===== config.mk =====
export PLATFORM = sky130hd
export DESIGN_NAME = vram_scanout
export DESIGN_NICKNAME = d
export VERILOG_FILES = /design/src/rtl/vid_pkg.sv /design/src/rtl/vid_timing.sv /design/src/rtl/vram_scanout.sv
export SDC_FILE = /design/constraint.sdc
export NUM_CORES = 1
export LEC_CHECK = 0
export ABC_AREA = 1
export CAP_MARGIN = 15
export CORE_MARGIN = 2
export CORE_UTILIZATION = 52
export CTS_CLUSTER_DIAMETER = 80
export DETAILED_ROUTE_END_ITERATION = 8
export PLACE_DENSITY = 0.85
export SETUP_SLACK_MARGIN = 0.05
export SLEW_MARGIN = 20
export SYNTH_ARGS = -nofsm -noshare
export SYNTH_HDL_FRONTEND = slang
export SYNTH_SLANG_ARGS = --single-unit
export TNS_END_PERCENT = 5

===== constraint.sdc =====
create_clock -name clk_vid -period 2 [get_ports clk_vid]
set_clock_uncertainty 0.2 [all_clocks]
set_input_delay 0.4 -clock clk_vid [delete_from_list [all_inputs] [get_ports clk_vid]]
set_output_delay 0.4 -clock clk_vid [all_outputs]
set_load 0.03 [all_outputs]

===== src/rtl/vid_pkg.sv =====
// Shared video definitions: 640x480@60 timing, RGB332 pixel layout and colour expansion.
// Used by the scanout path and the VFD writer.
package vid_pkg;

  localparam int H_ACTIVE = 640;
  localparam int H_FP     = 16;
  localparam int H_SYNC   = 96;
  localparam int H_BP     = 48;
  localparam int V_ACTIVE = 480;
  localparam int V_FP     = 10;
  localparam int V_SYNC   = 2;
  localparam int V_BP     = 33;

  localparam int HCNT_W = 10;
  localparam int VCNT_W = 10;
  localparam int ADDR_W = 19;
  localparam int PIX_W  = 8;
  localparam int COL_W  = 8;

  localparam int R_W = 3;
  localparam int G_W = 3;
  localparam int B_W = 2;

  typedef struct packed {
    logic [R_W-1:0] r;
    logic [G_W-1:0] g;
    logic [B_W-1:0] b;
  } rgb332_t;

  typedef struct packed {
    logic [COL_W-1:0] r;
    logic [COL_W-1:0] g;
    logic [COL_W-1:0] b;
  } rgb888_t;

  typedef struct packed {
    logic frame_start;
    logic vsync;
    logic hsync;
    logic vblank;
    logic hblank;
  } vid_flags_t;

  localparam vid_flags_t FLAGS_RESET = '{
    frame_start: 1'b0,
    vsync:       1'b0,
    hsync:       1'b0,
    vblank:      1'b1,
    hblank:      1'b1
  };

  // Bit replication keeps full-scale codes at full scale (3'b111 -> 8'hFF).
  function automatic rgb888_t expand_rgb332(input rgb332_t p);
    rgb888_t c;
    c.r = {p.r, p.r, p.r[R_W-1 -: 2]};
    c.g = {p.g, p.g, p.g[G_W-1 -: 2]};
    c.b = {p.b, p.b, p.b, p.b};
    return c;
  endfunction

endpackage


===== src/rtl/vid_timing.sv =====
// Horizontal/vertical raster counters with undelayed sync, blank and frame-boundary decodes.
module vid_timing
  import vid_pkg::*;
#(
  parameter int H_ACT   = H_ACTIVE,
  parameter int H_FRONT = H_FP,
  parameter int H_SW    = H_SYNC,
  parameter int H_BACK  = H_BP,
  parameter int V_ACT   = V_ACTIVE,
  parameter int V_FRONT = V_FP,
  parameter int V_SW    = V_SYNC,
  parameter int V_BACK  = V_BP
) (
  input  logic clk_vid,
  input  logic reset_n,
  output logic hsync,
  output logic vsync,
  output logic hblank,
  output logic vblank,
  output logic frame_first,
  output logic frame_last
);

  localparam int H_TOT = H_ACT + H_FRONT + H_SW + H_BACK;
  localparam int V_TOT = V_ACT + V_FRONT + V_SW + V_BACK;

  localparam logic [HCNT_W-1:0] H_LAST      = HCNT_W'(H_TOT - 1);
  localparam logic [HCNT_W-1:0] H_BLANK_BEG = HCNT_W'(H_ACT);
  localparam logic [HCNT_W-1:0] H_SYNC_BEG  = HCNT_W'(H_ACT + H_FRONT);
  localparam logic [HCNT_W-1:0] H_SYNC_END  = HCNT_W'(H_ACT + H_FRONT + H_SW);

  localparam logic [VCNT_W-1:0] V_LAST      = VCNT_W'(V_TOT - 1);
  localparam logic [VCNT_W-1:0] V_BLANK_BEG = VCNT_W'(V_ACT);
  localparam logic [VCNT_W-1:0] V_SYNC_BEG  = VCNT_W'(V_ACT + V_FRONT);
  localparam logic [VCNT_W-1:0] V_SYNC_END  = VCNT_W'(V_ACT + V_FRONT + V_SW);

  logic [HCNT_W-1:0] hcnt_reg;
  logic [HCNT_W-1:0] hcnt_next;
  logic [VCNT_W-1:0] vcnt_reg;
  logic [VCNT_W-1:0] vcnt_next;
  logic              line_end;

  assign line_end = (hcnt_reg == H_LAST);

  // vcnt advances and wraps on the same edge that wraps hcnt.
  always_comb begin
    hcnt_next = hcnt_reg + HCNT_W'(1);
    vcnt_next = vcnt_reg;
    if (line_end) begin
      hcnt_next = '0;
      vcnt_next = (vcnt_reg == V_LAST) ? '0 : vcnt_reg + VCNT_W'(1);
    end
  end

  always_ff @(posedge clk_vid or negedge reset_n) begin
    if (!reset_n) begin
      hcnt_reg <= '0;
      vcnt_reg <= '0;
    end else begin
      hcnt_reg <= hcnt_next;
      vcnt_reg <= vcnt_next;
    end
  end

  assign hblank      = (hcnt_reg >= H_BLANK_BEG);
  assign vblank      = (vcnt_reg >= V_BLANK_BEG);
  assign hsync       = (hcnt_reg >= H_SYNC_BEG) && (hcnt_reg < H_SYNC_END);
  assign vsync       = (vcnt_reg >= V_SYNC_BEG) && (vcnt_reg < V_SYNC_END);
  assign frame_first = (hcnt_reg == '0) && (vcnt_reg == '0);
  assign frame_last  = line_end && (vcnt_reg == V_LAST);

endmodule


===== src/rtl/vram_scanout.sv =====
// VRAM scanout: running read address, two-stage flag/pixel pipeline and RGB332 -> RGB888 output.
module vram_scanout
  import vid_pkg::*;
#(
  parameter int H_ACT   = H_ACTIVE,
  parameter int H_FRONT = H_FP,
  parameter int H_SW    = H_SYNC,
  parameter int H_BACK  = H_BP,
  parameter int V_ACT   = V_ACTIVE,
  parameter int V_FRONT = V_FP,
  parameter int V_SW    = V_SYNC,
  parameter int V_BACK  = V_BP
) (
  input  logic              clk_vid,
  input  logic              reset_n,
  input  logic              en,
  output logic [ADDR_W-1:0] addr,
  input  logic [PIX_W-1:0]  din,
  output logic              ce_pxl,
  output logic              hsync,
  output logic              vsync,
  output logic              hblank,
  output logic              vblank,
  output logic [COL_W-1:0]  red,
  output logic [COL_W-1:0]  green,
  output logic [COL_W-1:0]  blue,
  output logic              frame_start
);

  localparam int                PIPE_DEPTH = 2;
  localparam logic [ADDR_W-1:0] ADDR_LAST  = ADDR_W'(H_ACT * V_ACT - 1);

  logic       raw_hsync;
  logic       raw_vsync;
  logic       raw_hblank;
  logic       raw_vblank;
  logic       raw_frame_first;
  logic       raw_frame_last;
  logic       raw_active;
  vid_flags_t flags_raw;

  vid_timing #(
    .H_ACT   (H_ACT),
    .H_FRONT (H_FRONT),
    .H_SW    (H_SW),
    .H_BACK  (H_BACK),
    .V_ACT   (V_ACT),
    .V_FRONT (V_FRONT),
    .V_SW    (V_SW),
    .V_BACK  (V_BACK)
  ) u_vid_timing (
    .clk_vid     (clk_vid),
    .reset_n     (reset_n),
    .hsync       (raw_hsync),
    .vsync       (raw_vsync),
    .hblank      (raw_hblank),
    .vblank      (raw_vblank),
    .frame_first (raw_frame_first),
    .frame_last  (raw_frame_last)
  );

  assign raw_active = !raw_hblank && !raw_vblank;
  assign flags_raw  = '{
    frame_start: raw_frame_first,
    vsync:       raw_vsync,
    hsync:       raw_hsync,
    vblank:      raw_vblank,
    hblank:      raw_hblank
  };

  // Stage 0: address tracks y*H_ACT+x by counting active pixels; the last pixel
  // of the frame does not increment so the address parks at ADDR_LAST through vblank.
  logic [ADDR_W-1:0] addr_reg;
  logic [ADDR_W-1:0] addr_next;

  always_comb begin
    addr_next = addr_reg;
    if (raw_frame_last) begin
      addr_next = '0;
    end else if (raw_active && (addr_reg != ADDR_LAST)) begin
      addr_next = addr_reg + ADDR_W'(1);
    end
  end

  always_ff @(posedge clk_vid or negedge reset_n) begin
    if (!reset_n) begin
      addr_reg <= '0;
    end else begin
      addr_reg <= addr_next;
    end
  end

  assign addr = addr_reg;

  // Timing flags follow the pixel through both stages so they line up with RGB.
  vid_flags_t flag_pipe_reg [PIPE_DEPTH];

  always_ff @(posedge clk_vid or negedge reset_n) begin
    if (!reset_n) begin
      for (int i = 0; i < PIPE_DEPTH; i++) begin
        flag_pipe_reg[i] <= FLAGS_RESET;
      end
    end else begin
      flag_pipe_reg[0] <= flags_raw;
      for (int i = 1; i < PIPE_DEPTH; i++) begin
        flag_pipe_reg[i] <= flag_pipe_reg[i-1];
      end
    end
  end

  // Stage 1: din and en are consumed here; blanking forces zero so junk on din never propagates.
  logic    pix_blank_d1;
  rgb888_t pix_rgb;

  assign pix_blank_d1 = flag_pipe_reg[0].hblank || flag_pipe_reg[0].vblank;
  assign pix_rgb      = expand_rgb332(rgb332_t'(din));

  logic [COL_W-1:0] red_reg;
  logic [COL_W-1:0] green_reg;
  logic [COL_W-1:0] blue_reg;
  logic             ce_pxl_reg;

  // Stage 2: registered colour outputs.
  always_ff @(posedge clk_vid or negedge reset_n) begin
    if (!reset_n) begin
      red_reg    <= '0;
      green_reg  <= '0;
      blue_reg   <= '0;
      ce_pxl_reg <= 1'b0;
    end else begin
      ce_pxl_reg <= 1'b1;
      if (pix_blank_d1 || !en) begin
        red_reg   <= '0;
        green_reg <= '0;
        blue_reg  <= '0;
      end else begin
        red_reg   <= pix_rgb.r;
        green_reg <= pix_rgb.g;
        blue_reg  <= pix_rgb.b;
      end
    end
  end

  assign red         = red_reg;
  assign green       = green_reg;
  assign blue        = blue_reg;
  assign ce_pxl      = ce_pxl_reg;
  assign hsync       = flag_pipe_reg[PIPE_DEPTH-1].hsync;
  assign vsync       = flag_pipe_reg[PIPE_DEPTH-1].vsync;
  assign hblank      = flag_pipe_reg[PIPE_DEPTH-1].hblank;
  assign vblank      = flag_pipe_reg[PIPE_DEPTH-1].vblank;
  assign frame_start = flag_pipe_reg[PIPE_DEPTH-1].frame_start;

endmodule

==> results of run 1 <==
==> final cells by class <==
cell class / instances / area share
inverters: 51 / 0.0496
clock buffers: 11 / 0.0362
well taps: 75 / 0.0240
flip-flops and latches: 58 / 0.372
repair buffers: 69 / 0.160
clock inverters: 5 / 0.0198
multi-input cells: 269 / 0.338
==> critical path: stages (launching register included) <==
cell           delay, ps
dfrtp_1              430
buf_4                160
dlygate4sd2_1        420
==> layer usage <==
layer | part of all wire | vias up | track usage
li1 | - | 1356 | -
met1 | 0.40 | 1334 | 0.252
met2 | 0.51 | 106 | 0.397
met3 | 0.061 | 23 | 0.0549
met4 | 0.029 | 0 | 0.120
met5 | 0 | - | 0
==> logic make-up (layout without fill, tap and decap cells) <==
logic type | after synthesis | in the layout
flip-flops | 58 | 58
adder cells (fa/ha/maj) | 5 | 5
buffers and inverters | 75 | 136
AO/OA/AOI/OAI | 21 | 21
XOR/XNOR | 15 | 15
AND/OR/NAND/NOR | 227 | 227
other | 1 | 1
==> power by group through the flow <==
stage | sequential, µW | combinational (µW) | clock, µW
finish | 1190 | 144 | 1190
global route | 1190 | 156 | 1270
CTS | 1190 | 147 | 1210
detailed placement | 1210 | 163 | 0
global placement | 1210 | 160 | 0
floorplan | 1230 | 66.9 | 0
==> timing repair <==
item / in CTS / in global routing
gates resized for setup: 45 / 9
setup endpoints to repair: 45 / 26
hold buffers: 1 / 0
hold endpoints to repair: 54 / 0
buffers inserted: 0 / 2
==> worst paths after layout <==
kind | to | slack (ps) | cells after the start
max | addr[0] | 70 | 2
min | vsync$_DFF_PN0_ | 150 | 0
max reg2reg | addr[2]$_DFFE_PN0P_ | 170 | 9
min reg2reg | vsync$_DFF_PN0_ | 150 | 0
max in group asynchronous | flag_pipe_reg[5]$_DFF_PN1_ | 910 | 3
min in group asynchronous | addr[13]$_DFFE_PN0P_ | 390 | 3
==> per-stage QoR <==
stage | total power [µW] | hold WS (ps) | setup slack [ps] | cell area (µm²) | utilization
after global placement | 1370 | 133 | 195 | 3680 | 0.630
after detailed placement | 1370 | 139 | 75.7 | 3680 | 0.630
after floorplan | 1300 | -95.6 | 70.0 | 3120 | -
after global routing | 2620 | 156 | 2.23 | 3910 | 0.668
final | 2530 | 151 | 67.3 | 3910 | 0.668
after CTS | 2550 | 151 | 51.1 | 3860 | 0.659
==> synth_stat cells (5+ instances only) <==
master,instances
xor2_1,8
nor3_1,7
nand2_1,109
xnor2_1,7
buf_4,16
buf_2,6
inv_1,46
nand3_1,39
o21ai_0,16
dfrtp_1,54
ha_1,5
nor2_1,48
nand4_1,13
==> key figures, run 1 <==
Power
  • Cell internal pwr: between 1500 and 2000 µW
  • Pwr/cell area: 646 nW/µm²
  • Combinational Power Share: 0.057
  • Leakage: 0.00202 µW
  • Seq pwr share: 0.470
  • Peak VDD IR: 0.349 mV
  • Switching portion of total power: 0.223
  • Clock network fraction of total power: 0.473
  • Switching power: 563 µW

Global route
  • Vias in the first global route: between 2,000 and 3,000
  • Largest net degree at the start of global routing: 59
  • First-pass GRT wire length: approximately 11 mm
  • Overflow after GRT: 0
  • Antenna violations before repair: 0
  • GRT Total Usage: 0.226

Synth
  • Asr flop ratio synth: 1.00
  • Cells after Synth: 402
  • Number of library cell types mapped by synthesis: 30
  • Yosys warnings: 0
  • Synth Flop Type: dfrtp_1
  • Post-synth EDFFs: 0
  • Synth Area in Adders: 0.0201
  • Seq cells post-synth: 58
  • Simple-gate portion of the synthesized area: 0.316
  • Area leader, netlist: dfrtp_1
  • Seq/Total Area, Yosys: 0.467
  • Largest family of logic cells by synthesized area: simple AND/OR/NAND/NOR gates
  • Cell Area, Synth: 3120 µm²
  • Synth Area in XOR/XNOR: 0.0422
  • Yosys top cell area share: 0.434
  • Syn Area/Cell: 7.75 µm²
  • Synth Area in Compound Gates: 0.0357
  • Mux cell area share after synthesis: 0
  • Syn_nets: 418
  • Synth area leaders: dfrtp_1 43%, nand2_1 13%, nand3_1 6.3%, nor2_1 5.8%, inv_1 5.5%

STA
  • Fmax: 517 MHz
  • Final Hold Fails: 0
  • Unrepaired setup endpoints after global routing: true
  • Final period util: 0.966
  • Clock period minus worst slack: just under 2000 ps
  • Final setup violation count: 0
  • Final Max Tran Viols: 0
  • Setup TNS: 0 ps

CTS
  • CTS tree: done
  • CTS H-Tree Depth: 3
  • CTS root buf: clkbuf_8
  • CTS buffer count: 9
  • CTS clk-pin slew, worst paths: 60 ps
  • Sink Count: 58
  • Worst skew pair latency: between 300 and 400 ps
  • Deepest clock path buffer count: 2

Routing
  • Drt pass-1 iters: 5
  • Vias post-DR: 2,819
  • DR iter-0 viols: 211
  • ANT nets after route: 0
  • DRT Wirelength: roughly 7 mm
  • Vias per inst: 5.24
  • Remaining DRCs: 0
  • Wire length per cell: ~13 µm

Cells and area
  • Register area: 1460 µm²
  • Antenna diodes: 0
  • Fillers: 472
  • Commonest non-fill, non-tap cells in the layout: 109 x nand2_1, 54 x dfrtp_1, 48 x nor2_1
  • Fin cells: 538
  • Largest register FFs: 19
  • P&R area growth vs syn: 25.5%
  • Multi-input gate area: roughly 1300 µm²
  • NumNets Final: 474
  • Commonest non-fill, non-tap cell in the layout: nand2_1
  • Layout cell share with drive strength beyond 1: 0.0972

Die
  • Ports: 60
  • Core area: 5850 µm²
  • Initial core utilization: 0.533
  • # rows: 28
  • Die footprint: about 6600 µm²
  • Die height: 81.4 µm
  • DIE WIDTH: 81.4 µm

Worst setup path
  • Worst Setup Start Kind: flop
  • CP max FO: 3
  • CP Class: flop to primary output
  • Worst Path Required: 1400 ps
  • Critical R2R Launch: u_vid_timing.hcnt_reg[0]$_DFF_PN0_
  • Crit path launch: addr[0]$_DFFE_PN0P_
  • Worst Setup End Kind: primary output
  • Arrival time worst endpoint: between 1000 and 1500 ps

Worst hold path
  • Beginning of the worst hold path: flag_pipe_reg[8]$_DFF_PN0_
  • Hold WC Path Type: flop to flop

Placement
  • Final GP Congestion: roughly 0.93
  • DP HPWL: 4.93 mm
  • Post-Place Cells: 519
  • Port-buffer cells: 59

Run
  • Max_cap viols: 0

Status
  • Status: completed
No activity file was read; power rests on OpenSTA's default activity.
==> run 2: changes to the inputs <==
SETUP_SLACK_MARGIN = 0.3   (was 0.05)
==> run 2 against run 1 <==
First-iteration DRC count up 4.7%. Utilization grew 0.17 points. Final area grew 0.26%. Total power is 0.71% lower. Largest cell class unchanged. Clock-buffer cell count down 2. Sequential share of layout area hardly changed. Global-route usage down 0.12 points. Critical path depth shrank 1. Sequential power about the same. Sequential cell count did not move. Highest routed layer unchanged. Critical endpoint is now hsync. Register-to-register slack better by 30 ps. Setup slack better by 7.7 ps.
==> key figures, run 2 (same netlist as run 1, synthesis figures left out) <==
Power
  • Power Total: 2510 µW (-0.71%)
  • Clock network fraction of total power: 0.468 (-0.005)
  • Peak VDD IR: 0.368 mV (+5.5%)
  • Switching power: 577 µW (+2.3%)
  • Switching portion of total power: 0.230 (+0.00687)
  • Pwr/cell area: 640 nW/µm² (-0.97%)
  • Cell internal pwr: 1930 µW (-1.6%)
  • Seq pwr share: 0.474 (+0.004)
  • Combinational Power Share: 0.059 (+0.002)
  • Leakage: 0.00206 µW (+2.1%)

STA
  • Final period util: 0.963 (-0.00385)
  • Final setup violation count: 0 (unchanged)
  • Final Hold Fails: 0 (unchanged)
  • Unrepaired setup endpoints after global routing: true
  • Fmax: 519 MHz (+0.40%)
  • Final Max Tran Viols: 0 (unchanged)
  • Setup TNS: 0 ps (unchanged)
  • Clock period minus worst slack: 1930 ps (-7.69 ps)

Global route
  • Vias in the first global route: 2,626 (-2.9%)
  • GRT Total Usage: 0.225 (-0.00119)
  • Antenna violations before repair: 0 (unchanged)
  • Overflow after GRT: 0 (unchanged)
  • First-pass GRT wire length: 11.5 mm (+0.67%)
  • Largest net degree at the start of global routing: 59 (unchanged)

Cells and area
  • Final Cell Area: 3920 µm² (+0.26%)
  • P&R area growth vs syn: 25.8%
  • Largest register FFs: 19 (unchanged)
  • NumNets Final: 474 (unchanged)
  • Commonest non-fill, non-tap cell in the layout: nand2_1
  • Fin util: 0.670 (+0.00171)
  • Fin cells: 538 (unchanged)
  • Layout cell share with drive strength beyond 1: 0.114 (+0.0173)
  • Commonest non-fill, non-tap cells in the layout: 109 x nand2_1, 50 x dfrtp_1, 48 x nor2_1
  • Antenna diodes: 0 (unchanged)

Placement
  • Port-buffer cells: 59 (unchanged)
  • Final GP Congestion: 0.918 (-0.91%)
  • Dpl cell area: 3730 µm² (+1.1%)
  • DP HPWL: 4.74 mm (-3.7%)
  • Post-Place Cells: 521 (+0.39%)

CTS
  • Sink Count: 58 (unchanged)
  • CTS clk-pin slew, worst paths: 70 ps (about the same)
  • CTS tree: done
  • Deepest clock path buffer count: 2 (unchanged)
  • CTS buffer count: 9 (unchanged)
  • Post-CTS Setup Inserts: 0 (unchanged)
  • CTS H-Tree Depth: 3 (unchanged)
  • Worst skew pair latency: 330 ps (about the same)
  • CTS root buf: clkbuf_8

Worst setup path
  • Worst Setup End Kind: primary output
  • Crit path buf inv count: 1 (-1)
  • CP delay by family, top: buffers and inverters
  • Arrival time worst endpoint: 1330 ps (about the same)
  • CP Class: flop to primary output
  • CP max FO: 1 (-2)
  • Worst stage delay on the critical path: 660 ps (+230 ps)
  • CP Cell Sequence: clkdlybuf4s50_1
  • Crit-path slowest cell: clkdlybuf4s50_1
  • Worst Path Required: 1400 ps (about the same)
  • Worst Setup Start Kind: flop

Routing
  • DRT Wirelength: 6.61 mm (-4.6%)
  • ANT nets after route: 0 (unchanged)
  • DR iter-0 viols: 221 (+4.7%)
  • Wire length per cell: 12.3 µm (-4.6%)
  • Remaining DRCs: 0 (unchanged)
  • Vias per inst: 5.05 (-3.6%)
  • Drt pass-1 iters: 5 (unchanged)
  • Vias post-DR: 2,717 (-3.6%)

Status
  • Status: completed

Die
  • Core area: 5850 µm² (unchanged)
  • DIE WIDTH: 81.4 µm (unchanged)
  • Die height: 81.4 µm (unchanged)
  • Initial core utilization: 0.533 (unchanged)
  • # rows: 28 (unchanged)
  • Ports: 60 (unchanged)
  • Die footprint: 6630 µm² (unchanged)

Worst hold path
  • Hold WC Path Type: flop to flop

Run
  • Max_cap viols: 0 (unchanged)
## run 2: stage by stage
stage	setup WS (ps)	hold slack, ps
after floorplan	217	-95.6
after detailed placement	215	140
after CTS	28.7	154
final	75.0	150
after global routing	34.8	165
after global placement	236	134
## run 2: per-layer routing
| metal | global-route usage | vias to the layer above | routed length (µm) |
|---|---|---|---|
| met5 | 0 | - | 0 |
| met4 | 0.119 | 0 | 152 |
| met3 | 0.0374 | 17 | 274 |
| met2 | 0.380 | 69 | 3370 |
| met1 | 0.275 | 1273 | 2810 |
| li1 | - | 1358 | - |
## run 2: final cells by class
cell class              instances  area, µm²
fillers                       474       1930
clock buffers                   9        124
flip-flops and latches         58       1460
repair buffers                 69        639
clock inverters                 7       93.8
inverters                      51        193
well taps                      75       93.8
multi-input cells             269       1320
## run 2: worst paths after layout
check | start | end | slack [ps] | cells after the start
worst max-delay path | hsync$_DFF_PN0_ | hsync | 70 | 1
worst max register to register | u_vid_timing.hcnt_reg[7]$_DFF_PN0_ | addr[3]$_DFFE_PN0P_ | 200 | 7
min in group asynchronous | reset_n | addr[17]$_DFFE_PN0P_ | 390 | 3
max in group asynchronous | reset_n | flag_pipe_reg[6]$_DFF_PN1_ | 900 | 3
worst min register to register | flag_pipe_reg[9]$_DFF_PN0_ | frame_start$_DFF_PN0_ | 150 | 0
worst min-delay path | flag_pipe_reg[9]$_DFF_PN0_ | frame_start$_DFF_PN0_ | 150 | 0
## run 2: power by group through the flow
stage / Clock [µW] / Combinational (µW) / Sequential [µW]
after floorplan: 0 / 66.9 / 1230
after global placement: 0 / 160 / 1210
after detailed placement: 0 / 163 / 1210
after CTS: 1200 / 151 / 1190
after global routing: 1260 / 159 / 1190
final: 1170 / 147 / 1190
## run 2: timing repair
| action | in CTS | in global routing |
|---|---|---|
| hold buffers | 1 | 0 |
| endpoints found under the setup margin | 69 | 83 |
| hold endpoints to repair | 54 | 0 |
| resized for setup | 47 | 4 |
==> run 3: changes to the inputs <==
SETUP_SLACK_MARGIN = default   (was 0.3)
==> run 3 against run 2 <==
Sequential cell count is the same. Final area grew 0.45%. Setup slack lost 30 ps. Global-route usage grew 0.095 points. Sequential share of layout area shrank 0.29 points. Cell count shrank 0.37%. Combinational power grew 4%. Critical endpoint is now red[5]. Routed wire length grew 4.1%. Total power grew 1.0%. Critical path depth is the same. Critical path type unchanged. Utilization grew 0.30 points. Largest cell class unchanged. Die area is the same.
==> key figures, run 3 (same netlist as run 1, synthesis figures left out) <==
Worst hold path
  • Beginning of the worst hold path: flag_pipe_reg[7]$_DFF_PN0_
  • Hold WC Path Type: flop to flop
  • Hold path endpoint: hsync$_DFF_PN0_
  • Worst hold stages: 0 (unchanged)

Global route
  • First-pass GRT wire length: 11.4 mm (-0.79%)
  • Antenna violations before repair: 0 (unchanged)
  • Largest net degree at the start of global routing: 59 (unchanged)
  • Vias in the first global route: 2,701 (+2.9%)
  • Overflow after GRT: 0 (unchanged)
  • GRT Total Usage: 0.226 (+0.000950)

CTS
  • CTS H-Tree Depth: 3 (unchanged)
  • Sink Count: 58 (unchanged)
  • CTS root buf: clkbuf_8
  • Post-CTS Setup Inserts: 0 (unchanged)
  • Deepest clock path buffer count: 2 (unchanged)
  • Worst skew pair latency: 330 ps (about the same)
  • CTS clk-pin slew, worst paths: 70 ps (about the same)
  • CTS tree: done
  • CTS buffer count: 9 (unchanged)

STA
  • Clock period minus worst slack: 1960 ps (+30.3 ps)
  • Final period util: 0.978 (+0.0152)
  • Final setup violation count: 0 (unchanged)
  • Setup TNS: 0 ps (unchanged)
  • Final Hold Fails: 0 (unchanged)
  • Unrepaired setup endpoints after global routing: false
  • Final Max Tran Viols: 0 (unchanged)
  • Fmax: 511 MHz (-1.6%)

Run
  • Max_cap viols: 0 (unchanged)

Cells and area
  • Commonest non-fill, non-tap cells in the layout: 109 x nand2_1, 54 x dfrtp_1, 48 x nor2_1
  • Antenna diodes: 0 (unchanged)
  • Commonest non-fill, non-tap cell in the layout: nand2_1
  • Layout cell share with drive strength beyond 1: 0.0911 (-0.0234)
  • Largest register FFs: 19 (unchanged)
  • Register area: 1460 µm² (-0.34%)
  • P&R area growth vs syn: 26.3%
  • Fillers: 458 (-3.4%)
  • Multi-input gate area: 1320 µm² (unchanged)
  • NumNets Final: 472 (-0.42%)

Routing
  • M1 wire length: 2.75 mm (-2.4%)
  • DRT Wirelength: 6.88 mm (+4.1%)
  • Met2 Wirelength: 3.54 mm (+5.0%)
  • DR iter-0 viols: 206 (-6.8%)
  • Top layer in use: met4
  • Remaining DRCs: 0 (unchanged)
  • ANT nets after route: 0 (unchanged)
  • Vias post-DR: 2,811 (+3.5%)
  • Drt pass-1 iters: 6 (+1)
  • Vias per inst: 5.24 (+3.8%)
  • WL met3: 438 µm (+60%)
  • Wire length per cell: 12.8 µm (+4.4%)

Power
  • Power Total: 2530 µW (+1.0%)
  • Peak VDD IR: 0.348 mV (-5.5%)
  • Pwr/cell area: 644 nW/µm² (+0.58%)
  • Leakage: 0.00214 µW (+4.0%)

Worst setup path
  • Arrival time worst endpoint: 1360 ps (+30 ps)
  • Worst Path Required: 1400 ps (about the same)
  • CP Class: flop to primary output
  • CP delay by family, top: buffers and inverters
  • Worst stage delay on the critical path: 680 ps (+20 ps)
  • CP max FO: 2 (+1)
  • R2R depth: 10 (+3)
  • FF-to-FF End: addr[4]$_DFFE_PN0P_
  • Worst Setup Start Kind: flop
  • CP Cell Sequence: clkdlybuf4s50_1
  • FF-to-FF setup slack: 130 ps (-70 ps)
  • Crit-path slowest cell: clkdlybuf4s50_1
  • Critical R2R Launch: addr[0]$_DFFE_PN0P_
  • Crit path buf inv count: 1 (unchanged)
  • Worst Setup End Kind: primary output

Die
  • Core area: 5850 µm² (unchanged)
  • Die height: 81.4 µm (unchanged)
  • Ports: 60 (unchanged)
  • # rows: 28 (unchanged)
  • DIE WIDTH: 81.4 µm (unchanged)
  • Die footprint: 6630 µm² (unchanged)
  • Initial core utilization: 0.533 (unchanged)

Placement
  • DP HPWL: 4.93 mm (+3.9%)
  • Final GP Congestion: 0.926 (+0.92%)
  • Port-buffer cells: 59 (unchanged)

Status
  • Status: completed
==> run 3: area by class of cell <==
type                    count  area share
clock buffers              11      0.0359
clock inverters             5      0.0197
inverters                  51      0.0493
multi-input cells         269       0.334
flip-flops and latches     58       0.370
well taps                  75      0.0238
repair buffers             67       0.167
==> run 3: power by group <==
part	leakage [µW]	switching, µW	total [µW]	internal (µW)
Sequential	0.000756	5.16	1190	1180
Clock	0.000109	462	1190	731
Combinational	0.00128	95.2	153	58.0
==> run 3: what timing repair did <==
item	4_1_cts	5_1_grt
cloned	0	0
endpoints found under the hold margin	54	0
hold buffers	1	0
resized for setup	30	20
endpoints found under the setup margin	30	35
==> run 3: metrics by stage <==
stage,utilization,hold WS [ps],std cells,cell area (µm²),setup WS [ps]
2_1_floorplan,-,-95.6,402,3120,70.0
3_3_place_gp,0.630,133,519,3680,195
3_5_place_dp,0.630,139,519,3680,75.7
4_1_cts,0.663,151,536,3880,1.12
5_1_grt,0.673,156,536,3940,2.86
6_report,0.673,150,536,3940,44.6
==> run 3: worst max path at each step <==
stage | from | endpoint | slack (ps) | depth (start not counted)
3_5_place_dp | addr[0]$_DFFE_PN0P_ | addr[4]$_DFFE_PN0P_ | 80 | 10
6_report | red[5]$_DFF_PN0_ | red[5] | 40 | 1
4_1_cts | red[4]$_DFF_PN0_ | red[1] | 1 | 1
3_3_place_gp | addr[0]$_DFFE_PN0P_ | addr[12]$_DFFE_PN0P_ | 200 | 10
5_1_grt | green[4]$_DFF_PN0_ | green[1] | 3 | 1
2_1_floorplan | addr[1]$_DFFE_PN0P_ | addr[10]$_DFFE_PN0P_ | 70 | 11
==> run 3: routing by layer <==
| layer | vias to the layer above | GRT usage |
|---|---|---|
| li1 | 1354 | - |
| met1 | 1330 | 0.252 |
| met2 | 109 | 0.396 |
| met3 | 18 | 0.0549 |
| met4 | 0 | 0.120 |
| met5 | - | 0 |
